File: config.mk
export PLATFORM = sky130hd
export DESIGN_NAME = sprite_plot_arbiter_flat
export DESIGN_NICKNAME = d
export VERILOG_FILES = /design/src/rtl/sprite_plot_arbiter_pkg.sv /design/src/rtl/sprite_plot_arbiter_if.sv /design/src/rtl/sprite_plot_arbiter_rr_select.sv /design/src/rtl/sprite_plot_arbiter.sv /design/src/flat_wrapper.sv
export SDC_FILE = /design/constraint.sdc
export NUM_CORES = 1
export LEC_CHECK = 0
export CAP_MARGIN = 20
export CORE_MARGIN = 5
export CORE_UTILIZATION = 41
export DETAILED_ROUTE_END_ITERATION = 16
export HOLD_SLACK_MARGIN = 0.05
export PLACE_DENSITY = 0.92
export SLEW_MARGIN = 5
export SYNTH_ARGS = -nofsm -noshare
export SYNTH_HDL_FRONTEND = slang
export SYNTH_HIERARCHICAL = 1
export SYNTH_SLANG_ARGS = --single-unit
File: constraint.sdc
create_clock -name clock -period 5.9 [get_ports clock]
set_input_delay 1.18 -clock clock [delete_from_list [all_inputs] [get_ports clock]]
set_output_delay 1.18 -clock clock [all_outputs]
set_load 0.01 [all_outputs]
File: src/rtl/sprite_plot_arbiter_pkg.sv
// Shared sprite-engine definitions: VGA coordinate widths, pixel payload and arbiter state codes.
// Imported by the plot arbiter and by the sprite controllers that talk to it.
package thunder_pkg;

  localparam int unsigned X_W           = 8;
  localparam int unsigned Y_W           = 7;
  localparam int unsigned COLOUR_W      = 3;
  localparam int unsigned SPRITE_PIXELS = 16;

  typedef enum logic [1:0] {
    ARB_IDLE = 2'd0,
    ARB_BUSY = 2'd1,
    ARB_GAP  = 2'd2
  } arb_state_e;

  typedef struct packed {
    logic [X_W-1:0]      x;
    logic [Y_W-1:0]      y;
    logic [COLOUR_W-1:0] colour;
  } pixel_t;

  // Index width for an N-way requester vector (at least one bit).
  function automatic int unsigned idx_w(input int unsigned n);
    return (n > 1) ? $clog2(n) : 1;
  endfunction

endpackage

File: src/rtl/sprite_plot_arbiter_if.sv
// Requester-side bundle and VGA-adapter pixel port of the sprite plot arbiter.
// master = arbiter view, slave = requester/adapter view.
interface sprite_plot_arbiter_if #(
  parameter int unsigned N = 4
);
  import thunder_pkg::*;

  logic [N-1:0]          req;
  logic [N-1:0]          req_last;
  logic [N-1:0]          req_plot;
  logic [N*X_W-1:0]      req_x;
  logic [N*Y_W-1:0]      req_y;
  logic [N*COLOUR_W-1:0] req_colour;

  logic [N-1:0]          gnt;
  logic                  busy;
  logic [X_W-1:0]        vga_x;
  logic [Y_W-1:0]        vga_y;
  logic [COLOUR_W-1:0]   vga_colour;
  logic                  vga_plot;

  modport master (
    input  req, req_last, req_plot, req_x, req_y, req_colour,
    output gnt, busy, vga_x, vga_y, vga_colour, vga_plot
  );

  modport slave (
    output req, req_last, req_plot, req_x, req_y, req_colour,
    input  gnt, busy, vga_x, vga_y, vga_colour, vga_plot
  );

endinterface

File: src/rtl/sprite_plot_arbiter_rr_select.sv
// Combinational round-robin pick: first set request after ptr_i, wrapping modulo N.
module rr_select
  import thunder_pkg::*;
#(
  parameter int unsigned N = 4
) (
  input  logic [N-1:0]          req_i,
  input  logic [idx_w(N)-1:0]   ptr_i,
  output logic [N-1:0]          onehot_c_o,
  output logic [idx_w(N)-1:0]   idx_c_o,
  output logic                  valid_c_o
);

  localparam int unsigned IDX_W = idx_w(N);

  logic [IDX_W-1:0] pos;
  logic             found;

  always_comb begin
    onehot_c_o = '0;
    idx_c_o    = '0;
    pos        = '0;
    found      = 1'b0;
    for (int k = 1; k <= int'(N); k++) begin
      pos = IDX_W'((int'(ptr_i) + k) % int'(N));
      if (!found && req_i[pos]) begin
        onehot_c_o[pos] = 1'b1;
        idx_c_o         = pos;
        found           = 1'b1;
      end
    end
    valid_c_o = found;
  end

endmodule

File: src/rtl/sprite_plot_arbiter.sv
// Grants the single VGA pixel-write port to one sprite controller per pass, round-robin.
// Build option PLAYER_PRIORITY_EN: requester 0 (player) always wins arbitration when requesting.
module sprite_plot_arbiter
  import thunder_pkg::*;
#(
  parameter int unsigned N        = 4,
  parameter int unsigned MAX_HOLD = 64
) (
  input  logic                  clock,
  input  logic                  resetn,
  sprite_plot_arbiter_if.master bus
);

  localparam int unsigned IDX_W  = idx_w(N);
  localparam int unsigned HOLD_W = $clog2(MAX_HOLD);

  arb_state_e        state_q, state_d;
  logic [N-1:0]      gnt_q, gnt_d;
  logic [IDX_W-1:0]  gidx_q, gidx_d;
  logic [IDX_W-1:0]  ptr_q, ptr_d;
  logic [HOLD_W-1:0] hold_q, hold_d;
  logic              busy_q, busy_d;

  logic [N-1:0]      rr_onehot, win_onehot;
  logic [IDX_W-1:0]  rr_idx, win_idx;
  logic              rr_valid, win_valid;
  logic              rel_done, rel_abort, rel_forced;
  pixel_t            pix;
  logic              plot;

  rr_select #(.N(N)) u_rr_select (
    .req_i      (bus.req),
    .ptr_i      (ptr_q),
    .onehot_c_o (rr_onehot),
    .idx_c_o    (rr_idx),
    .valid_c_o  (rr_valid)
  );

  // Winner selection, optionally overridden by the player.
  always_comb begin
    win_onehot = rr_onehot;
    win_idx    = rr_idx;
    win_valid  = rr_valid;
`ifdef PLAYER_PRIORITY_EN
    if (bus.req[0]) begin
      win_onehot = N'(1);
      win_idx    = '0;
      win_valid  = 1'b1;
    end
`endif
  end

  assign rel_done   = |(gnt_q & bus.req_plot & bus.req_last);
  assign rel_abort  = ~|(gnt_q & bus.req);
  assign rel_forced = (hold_q == HOLD_W'(MAX_HOLD - 1));

  // Next-state logic for IDLE -> BUSY -> GAP -> IDLE.
  always_comb begin
    state_d = state_q;
    gnt_d   = gnt_q;
    gidx_d  = gidx_q;
    ptr_d   = ptr_q;
    hold_d  = hold_q;
    busy_d  = busy_q;
    case (state_q)
      ARB_IDLE: begin
        if (win_valid) begin
          state_d = ARB_BUSY;
          gnt_d   = win_onehot;
          gidx_d  = win_idx;
          busy_d  = 1'b1;
          hold_d  = '0;
        end
      end
      ARB_BUSY: begin
        hold_d = hold_q + HOLD_W'(1);
        if (rel_done || rel_abort || rel_forced) begin
          state_d = ARB_GAP;
          gnt_d   = '0;
          busy_d  = 1'b0;
          hold_d  = '0;
`ifdef PLAYER_PRIORITY_EN
          if (gidx_q != '0) ptr_d = gidx_q;
`else
          ptr_d = gidx_q;
`endif
        end
      end
      ARB_GAP: begin
        state_d = ARB_IDLE;
      end
      default: begin
        state_d = ARB_IDLE;
        gnt_d   = '0;
        busy_d  = 1'b0;
        hold_d  = '0;
      end
    endcase
  end

  always_ff @(posedge clock or negedge resetn) begin
    if (!resetn) begin
      state_q <= ARB_IDLE;
      gnt_q   <= '0;
      gidx_q  <= '0;
      ptr_q   <= IDX_W'(N - 1);
      hold_q  <= '0;
      busy_q  <= 1'b0;
    end else begin
      state_q <= state_d;
      gnt_q   <= gnt_d;
      gidx_q  <= gidx_d;
      ptr_q   <= ptr_d;
      hold_q  <= hold_d;
      busy_q  <= busy_d;
    end
  end

  // One-hot AND-OR mux; gnt is zero outside BUSY so the VGA port idles at zero.
  always_comb begin
    pix  = '0;
    plot = 1'b0;
    for (int i = 0; i < int'(N); i++) begin
      if (gnt_q[i]) begin
        pix.x      = pix.x | bus.req_x[i*X_W +: X_W];
        pix.y      = pix.y | bus.req_y[i*Y_W +: Y_W];
        pix.colour = pix.colour | bus.req_colour[i*COLOUR_W +: COLOUR_W];
        plot       = plot | bus.req_plot[i];
      end
    end
  end

  assign bus.gnt        = gnt_q;
  assign bus.busy       = busy_q;
  assign bus.vga_x      = pix.x;
  assign bus.vga_y      = pix.y;
  assign bus.vga_colour = pix.colour;
  assign bus.vga_plot   = plot;

endmodule

File: src/flat_wrapper.sv
// flat-port wrapper written by rule: the top's interface ports become plain ports
module sprite_plot_arbiter_flat import thunder_pkg::*;
#(
  parameter int unsigned N        = 4,
  parameter int unsigned MAX_HOLD = 64
)
  (clock, resetn, bus_req, bus_req_last, bus_req_plot, bus_req_x, bus_req_y, bus_req_colour, bus_gnt, bus_busy, bus_vga_x, bus_vga_y, bus_vga_colour, bus_vga_plot);
  sprite_plot_arbiter_if #(.N(N)) bus_i ();
  input  logic clock;
  input  logic resetn;
  input wire logic [$bits(bus_i.req)-1:0] bus_req;
  input wire logic [$bits(bus_i.req_last)-1:0] bus_req_last;
  input wire logic [$bits(bus_i.req_plot)-1:0] bus_req_plot;
  input wire logic [$bits(bus_i.req_x)-1:0] bus_req_x;
  input wire logic [$bits(bus_i.req_y)-1:0] bus_req_y;
  input wire logic [$bits(bus_i.req_colour)-1:0] bus_req_colour;
  output wire logic [$bits(bus_i.gnt)-1:0] bus_gnt;
  output wire logic [$bits(bus_i.busy)-1:0] bus_busy;
  output wire logic [$bits(bus_i.vga_x)-1:0] bus_vga_x;
  output wire logic [$bits(bus_i.vga_y)-1:0] bus_vga_y;
  output wire logic [$bits(bus_i.vga_colour)-1:0] bus_vga_colour;
  output wire logic [$bits(bus_i.vga_plot)-1:0] bus_vga_plot;
  assign bus_i.req = bus_req;
  assign bus_i.req_last = bus_req_last;
  assign bus_i.req_plot = bus_req_plot;
  assign bus_i.req_x = bus_req_x;
  assign bus_i.req_y = bus_req_y;
  assign bus_i.req_colour = bus_req_colour;
  assign bus_gnt = bus_i.gnt;
  assign bus_busy = bus_i.busy;
  assign bus_vga_x = bus_i.vga_x;
  assign bus_vga_y = bus_i.vga_y;
  assign bus_vga_colour = bus_i.vga_colour;
  assign bus_vga_plot = bus_i.vga_plot;
  sprite_plot_arbiter #(.N(N), .MAX_HOLD(MAX_HOLD)) u_core (.clock(clock), .resetn(resetn), .bus(bus_i));
endmodule
# Word-level counts from Yosys, hierarchy flattened
# Index checks and enable logic that the tools add are counted.
dict set report totals {
  elab_cells 112
  in_bits 86
  regBits 17
}
dict set report classes {
  reduce_logical 21
  n_eq_ne 5
  order_cmp 8
  add_sub_neg 5
  n_bitwise 19
  n_mux 48
}
# cell count
set op_table {}
lappend op_table {{$mux W18} 4}
lappend op_table {{$mux W4} 6}
lappend op_table {{$or A8 B8 Y8} 3}
lappend op_table {{$or A7 B7 Y7} 3}
lappend op_table {{$mux W1} 18}
lappend op_table {{$pmux W6 S3} 1}
lappend op_table {{$and A4 B4 Y4} 3}
lappend op_table {{$lt A2 B3 Y1 const B} 4}
lappend op_table {{$mux W2} 6}
lappend op_table {{$mux W6} 2}
lappend op_table {{$or A4 B4 Y4} 3}
lappend op_table {{$pmux W4 S3} 1}
lappend op_table {{$or A3 B3 Y3} 3}
lappend op_table {{$bmux W1 S2} 4}
lappend op_table {{$demux W1 S2} 4}
lappend op_table {{$ge A2 B1 Y1 const B} 4}
lappend op_table {{$reduce_and A2 Y1} 4}
lappend op_table {{$reduce_or A4 Y1} 2}
lappend op_table {{$logic_and A1 B1 Y1} 7}
lappend op_table {{$add A6 B1 Y6 const B} 1}
lappend op_table {{$eq A6 B6 Y1 const B} 1}
lappend op_table {{$add A2 B1 Y2 const B} 2}
lappend op_table {{$add A2 B2 Y2 const B} 2}
lappend op_table {{$logic_not A1 Y1} 4}
lappend op_table {{10 further kinds} 14}

# Depth between registers and ports, before layout
dict set report logic_depth {
  word_depth 15
  depth_mapped 11
  depth_no_buf 8
}

# Modules after synthesis
# Netlist, hierarchy kept.
# mod cells_per_inst area_each_um2 instances
set modules_own_cells {}
lappend modules_own_cells {sprite_plot_arbiter 146 1226.2 1}
lappend modules_own_cells {rr_select 86 629.4 1}

# Worst setup path after synthesis
# Ideal clock, no wire load.
dict set report synth_timing {
  path_kind {input port to flip-flop}
  startpoint {input bus_req[1]}
  endpoint {register u_core.gnt_q[0], in the netlist u_core/bus.gnt[0]}
  setup_slack_ns 3.072
  arrival_ns 2.701
  cell_stages 8
  setup_time_ns 0.127
  required_time_ns 5.773
  cell_sequence {buf_2 -> mux4_2 -> buf_6 -> nand4_1 -> o31ai_1 -> a2111o_1 -> a22oi_1 -> o21ai_1}
}
dict set report synth_between {
  elab_chain_len 14
  elab_cells_between_ends 35
}
# item line_no
set synth_rtl {}
lappend synth_rtl {{start, declared} flat_wrapper.sv:11} ;# input wire logic [$bits(bus_i.req)-1:0] bus_req;
lappend synth_rtl {{$bmux W1 S2} sprite_plot_arbiter_rr_select.sv:26} ;# if (!found && req_i[pos]) begin
lappend synth_rtl {{$mux W1 (implied by the code)} sprite_plot_arbiter_rr_select.sv:26}
lappend synth_rtl {{$mux W1} sprite_plot_arbiter_rr_select.sv:26}
lappend synth_rtl {{$logic_not A1 Y1} sprite_plot_arbiter_rr_select.sv:26}
lappend synth_rtl {{$logic_and A1 B1 Y1} sprite_plot_arbiter_rr_select.sv:26}
lappend synth_rtl {{$mux W1} sprite_plot_arbiter_rr_select.sv:26}
lappend synth_rtl {{$logic_not A1 Y1} sprite_plot_arbiter_rr_select.sv:26}
lappend synth_rtl {{$logic_and A1 B1 Y1} sprite_plot_arbiter_rr_select.sv:26}
lappend synth_rtl {{$mux W1} sprite_plot_arbiter_rr_select.sv:26}
lappend synth_rtl {{$logic_not A1 Y1} sprite_plot_arbiter_rr_select.sv:26}
lappend synth_rtl {{$logic_and A1 B1 Y1} sprite_plot_arbiter_rr_select.sv:26}
lappend synth_rtl {{$mux W4 *} sprite_plot_arbiter_rr_select.sv:26}
lappend synth_rtl {{named net u_core.rr_onehot[0]} sprite_plot_arbiter.sv:24} ;# logic [N-1:0] rr_onehot, win_onehot;
lappend synth_rtl {{$mux W4 *} sprite_plot_arbiter.sv:67} ;# if (win_valid) begin
lappend synth_rtl {{$pmux W4 S3 *} sprite_plot_arbiter.sv:65} ;# case (state_q)
lappend synth_rtl {{end signal, assigned} sprite_plot_arbiter.sv:111} ;# gnt_q <= gnt_d;
lappend synth_rtl {{end, declared} sprite_plot_arbiter.sv:18} ;# logic [N-1:0] gnt_q, gnt_d;
# Mark *: on every way through the listed nets, which the timed path passes. The rest lies on a longest branch. The select of a mux whose other input is x is not followed.
# A chain may end at the register's enable or synchronous reset.

# Worst setup path in the final report
dict set report layout_timing {
  startpoint {input bus_req_plot[2]}
  endpoint {output bus_vga_plot}
}
dict set report layout_between {
  elab_chain_len 4
}
# item line_no
set layout_rtl {}
lappend layout_rtl {{start, declared} flat_wrapper.sv:13} ;# input wire logic [$bits(bus_i.req_plot)-1:0] bus_req_plot;
lappend layout_rtl {{$or A1 B1 Y1 *} sprite_plot_arbiter.sv:128} ;# plot = plot | bus.req_plot[i];
lappend layout_rtl {{$mux W1 *} sprite_plot_arbiter.sv:124} ;# if (gnt_q[i]) begin
lappend layout_rtl {{$or A1 B1 Y1} sprite_plot_arbiter.sv:128}
lappend layout_rtl {{$mux W1 *} sprite_plot_arbiter.sv:124}
lappend layout_rtl {{end, declared} flat_wrapper.sv:22} ;# output wire logic [$bits(bus_i.vga_plot)-1:0] bus_vga_plot;
# Every way passes the cells marked *; elsewhere a longest branch is shown, timed or not.

==> results by group <==
Power
  • Sw Pwr: 0.442 mW
  • VDD IR max: 0.000239 V
  • Clock Power Share: 8.8%
  • Power Density: 328 mW/mm^2
  • Switching Share: 45.3%
  • Sequential Power Share: 24.7%
  • Internal power: 0.535 mW
  • Static Leak: 1.17 nW
  • Logic pwr share: 66.5%

Worst setup path
  • Worst setup EP type: output port
  • Crit path cell chain: clkdlybuf4s50_1 -> a22oi_1 -> nand2_1 -> clkdlybuf4s50_1
  • Worst EP required: 4.72 ns
  • Critical path type: in2out
  • Reg-to-reg startpoint: u_core/ptr_q[0]
  • Cell family with most CP delay: buffers and inverters
  • Slowest stage delay, CP: 0.54 ns
  • Largest fanout on the critical path: 2
  • Crit path DAT: 2.47 ns
  • Worst reg2reg path depth: 8
  • Cell repeated most along the worst path: clkdlybuf4s50_1
  • Reg-to-Reg End: u_core/bus.gnt[2]
  • Slowest CP cell: clkdlybuf4s50_1
  • WP buf/inv: 2
  • FF-to-FF setup slack: 2.86 ns
  • Worst Setup Start Kind: primary input

Routing
  • Vias per cell: 6.05
  • WL final: 7000 um
  • Post-DRT Antenna Nets: 0
  • DRC Markers: 0
  • Pre-Repair DR Iteration Count: 5
  • Detailed-route via count: 2299
  • Initial drt markers: 187
  • Routed wire per std cell: 18.4 um

Clock tree
  • Post-CTS setup repair buffer count: 0
  • Sink Count: 17
  • Clock Tree Root: clkbuf_8
  • H-tree lvl count: 1
  • Clock transition at path regs: 0.06 ns
  • CTS Hold Bufs: 0
  • TritonCTS Buffers: 3
  • Clock buffer depth: 2
  • Number of gates resized after cts: 0
  • CTS tree: built
  • Clock latency on the worst-skew pair: 0.25 ns

Logic synthesis
  • Area contributors post-synth: dfrtp_1, a22oi_1, nand2_1
  • Sequential area share after synthesis: 23.1%
  • Post-Synth XOR/XNOR Area: 0.472%
  • Compound-Gate Fraction of Synth Area: 36.9%
  • Synth Area in Adders: 6.07%
  • Multiplexer share of the synthesized area: 7.62%
  • Distinct cells, synth: 42
  • Main synth FF type: dfrtp_1
  • Synth Cell Area: 0.00186 sq mm
  • EDFF count, synth: 0
  • Mean post-synth cell area: 8.00 sq um
  • Yosys warns: 6
  • Share of flip-flops with an asynchronous set or reset: 100%
  • Yosys top cell area share: 20.2%
  • Syn Inst Count: 232
  • Synthesized Nets: 327
  • Largest family of logic cells by synthesized area: compound AO/OA/AOI/OAI gates
  • Post-synthesis simple-gate area fraction: 17.7%
  • Post-synth top area cell: dfrtp_1
  • Seq cells post-synth: 17

STA
  • RSZ-0062 raised after global routing: false
  • Final worst setup slack: 2.25 ns
  • Final setup violation count: 0
  • Layout Skew: 0.00495 ns
  • Worst Tran Pin Value: 0.840 ns
  • Fmax: 274 MHz
  • Final min period: 3.65 ns
  • Final period util: 61.8%
  • Slew Limit Fails: 0
  • Rel. slew slack: 44.0%
  • Hold Vio Cnt, Final: 0
  • Sum of negative setup slack: 0 ns

Worst hold path
  • Worst hold stages: 1
  • Hold worst-path end: u_core/ptr_q[0]
  • Worst hold path class: reg2reg
  • Min-delay src: u_core/gidx_q[0]

Floorplan
  • Die X: 77.3 um
  • Core Rows: 24
  • DIE HEIGHT: 77.3 um
  • Ports: 110
  • Core Footprint: 0.00438 sq mm
  • Initial Utilization: 42.3%
  • Die area: 0.00597 sq mm

Place
  • Dpl ws: 2.26 ns
  • # port buffers: 109
  • Post-detail-place hpwl: 5490 um
  • GP Congestion: 0.919

Global route
  • GRT Residual Overflow: 0
  • Initial antenna violation count: 0
  • GR Layer Usage met1: 29.2%
  • Vias in the first global route: 2121
  • GR peak layer: met2
  • Total Routing Usage GR: 22.2%
  • Met3 Use GR: 5.04%
  • Pin count of the biggest net entering global routing: 25
  • First-pass GRT wire length: 11000 um
  • Met2 Use GR: 37.2%

Layout
  • Commonest cells after routing, fill and taps aside: clkdlybuf4s50_1, a22oi_1, nand2_1
  • Area Overhead vs Synth: 60.2%
  • Share of cells above drive strength 1: 4.88%
  • Commonest non-fill, non-tap cell in the layout: clkdlybuf4s50_1
  • Nets: 424
  • Number of diodes: 0

Run status
  • Status: finished clean

Run
  • Maxcap violations: 0
-- logic make-up after synthesis --
logic type	after synthesis
AO/OA/AOI/OAI	90
AND/OR/NAND/NOR	69
buffers and inverters	35
adder cells (fa/ha/maj)	9
multiplexers	11
XOR/XNOR	1
flip-flops	17
-- power by group through the flow --
| stage | Sequential (mW) | Clock [mW] | Combinational [mW] |
|---|---|---|---|
| 6_report | 0.242 | 0.0859 | 0.649 |
| 5_1_grt | 0.250 | 0.0940 | 0.702 |
| 4_1_cts | 0.239 | 0.0897 | 0.642 |
| 3_5_place_dp | 0.241 | 0 | 0.639 |
| 3_3_place_gp | 0.241 | 0 | 0.625 |
| 2_1_floorplan | 0.191 | 0 | 0.440 |
-- worst max path at each step --
stage,start,endpoint,slack (ns),depth (start not counted)
after floorplan,bus_req[1],u_core/bus.gnt[0],3.07,8
after global placement,bus_req_plot[2],bus_vga_plot,2.26,4
after detailed placement,bus_req_y[27],bus_vga_y[6],2.26,4
after CTS,bus_req_y[27],bus_vga_y[6],2.26,4
after global routing,bus_req_plot[2],bus_vga_plot,2.22,4
final,bus_req_plot[2],bus_vga_plot,2.25,4
-- routing by layer --
layer | share of wire (%) | vias to the layer above
met3 | 8.0 | 10
met1 | 43 | 1086
met4 | 1.5 | 0
met5 | 0 | -
met2 | 48 | 121
li1 | - | 1082
-- cell usage after synthesis, types with 2 or more instances --
master and n:
a22oi_1 43, nand2_1 32, inv_1 18, dfrtp_1 15, clkbuf_1 11, ha_1 9
nor2_1 9, nand3_1 7, o21ai_1 7, nand4_1 6, o21ai_0 6, a21oi_1 5
a31oi_1 5, a2111o_1 4, buf_2 4, mux2i_1 4, nand2b_1 4, o31ai_1 4
or3_1 4, a211oi_1 3, mux2_2 3, a41oi_1 2, and3_1 2, buf_6 2
dfstp_2 2, mux2_1 2, mux4_2 2, o211a_1 2, o22ai_2 2
-- stage by stage --
step | power (mW) | area, sq um | utilization [%] | instances | hold slack [ns]
floorplan | 0.632 | 1860 | - | 232 | 0.462
global route | 1.05 | 2970 | 67.8 | 380 | 0.509
detailed placement | 0.880 | 2930 | 66.8 | 376 | 0.480
CTS | 0.970 | 2970 | 67.8 | 380 | 0.495
global placement | 0.866 | 2930 | 66.8 | 376 | 0.466
finish | 0.976 | 2970 | 67.8 | 380 | 0.486
-- layout make-up --
class                   count  area, sq um
multi-input cells         180         1280
clock buffers               4         45.0
inverters                  18         67.6
flip-flops and latches     17          428
repair buffers            109         1090
fillers                   355         1410
well taps                  52         65.1
-- flip-flops by register name, indices dropped and copies added (netlist names) --
name	cells
u_core/hold_q	6
u_core/bus.gnt	4
u_core/bus.busy	1
u_core/gidx_q	2
u_core/ptr_q	2
u_core/state_q	2
Power figures use the tool's default switching activity.
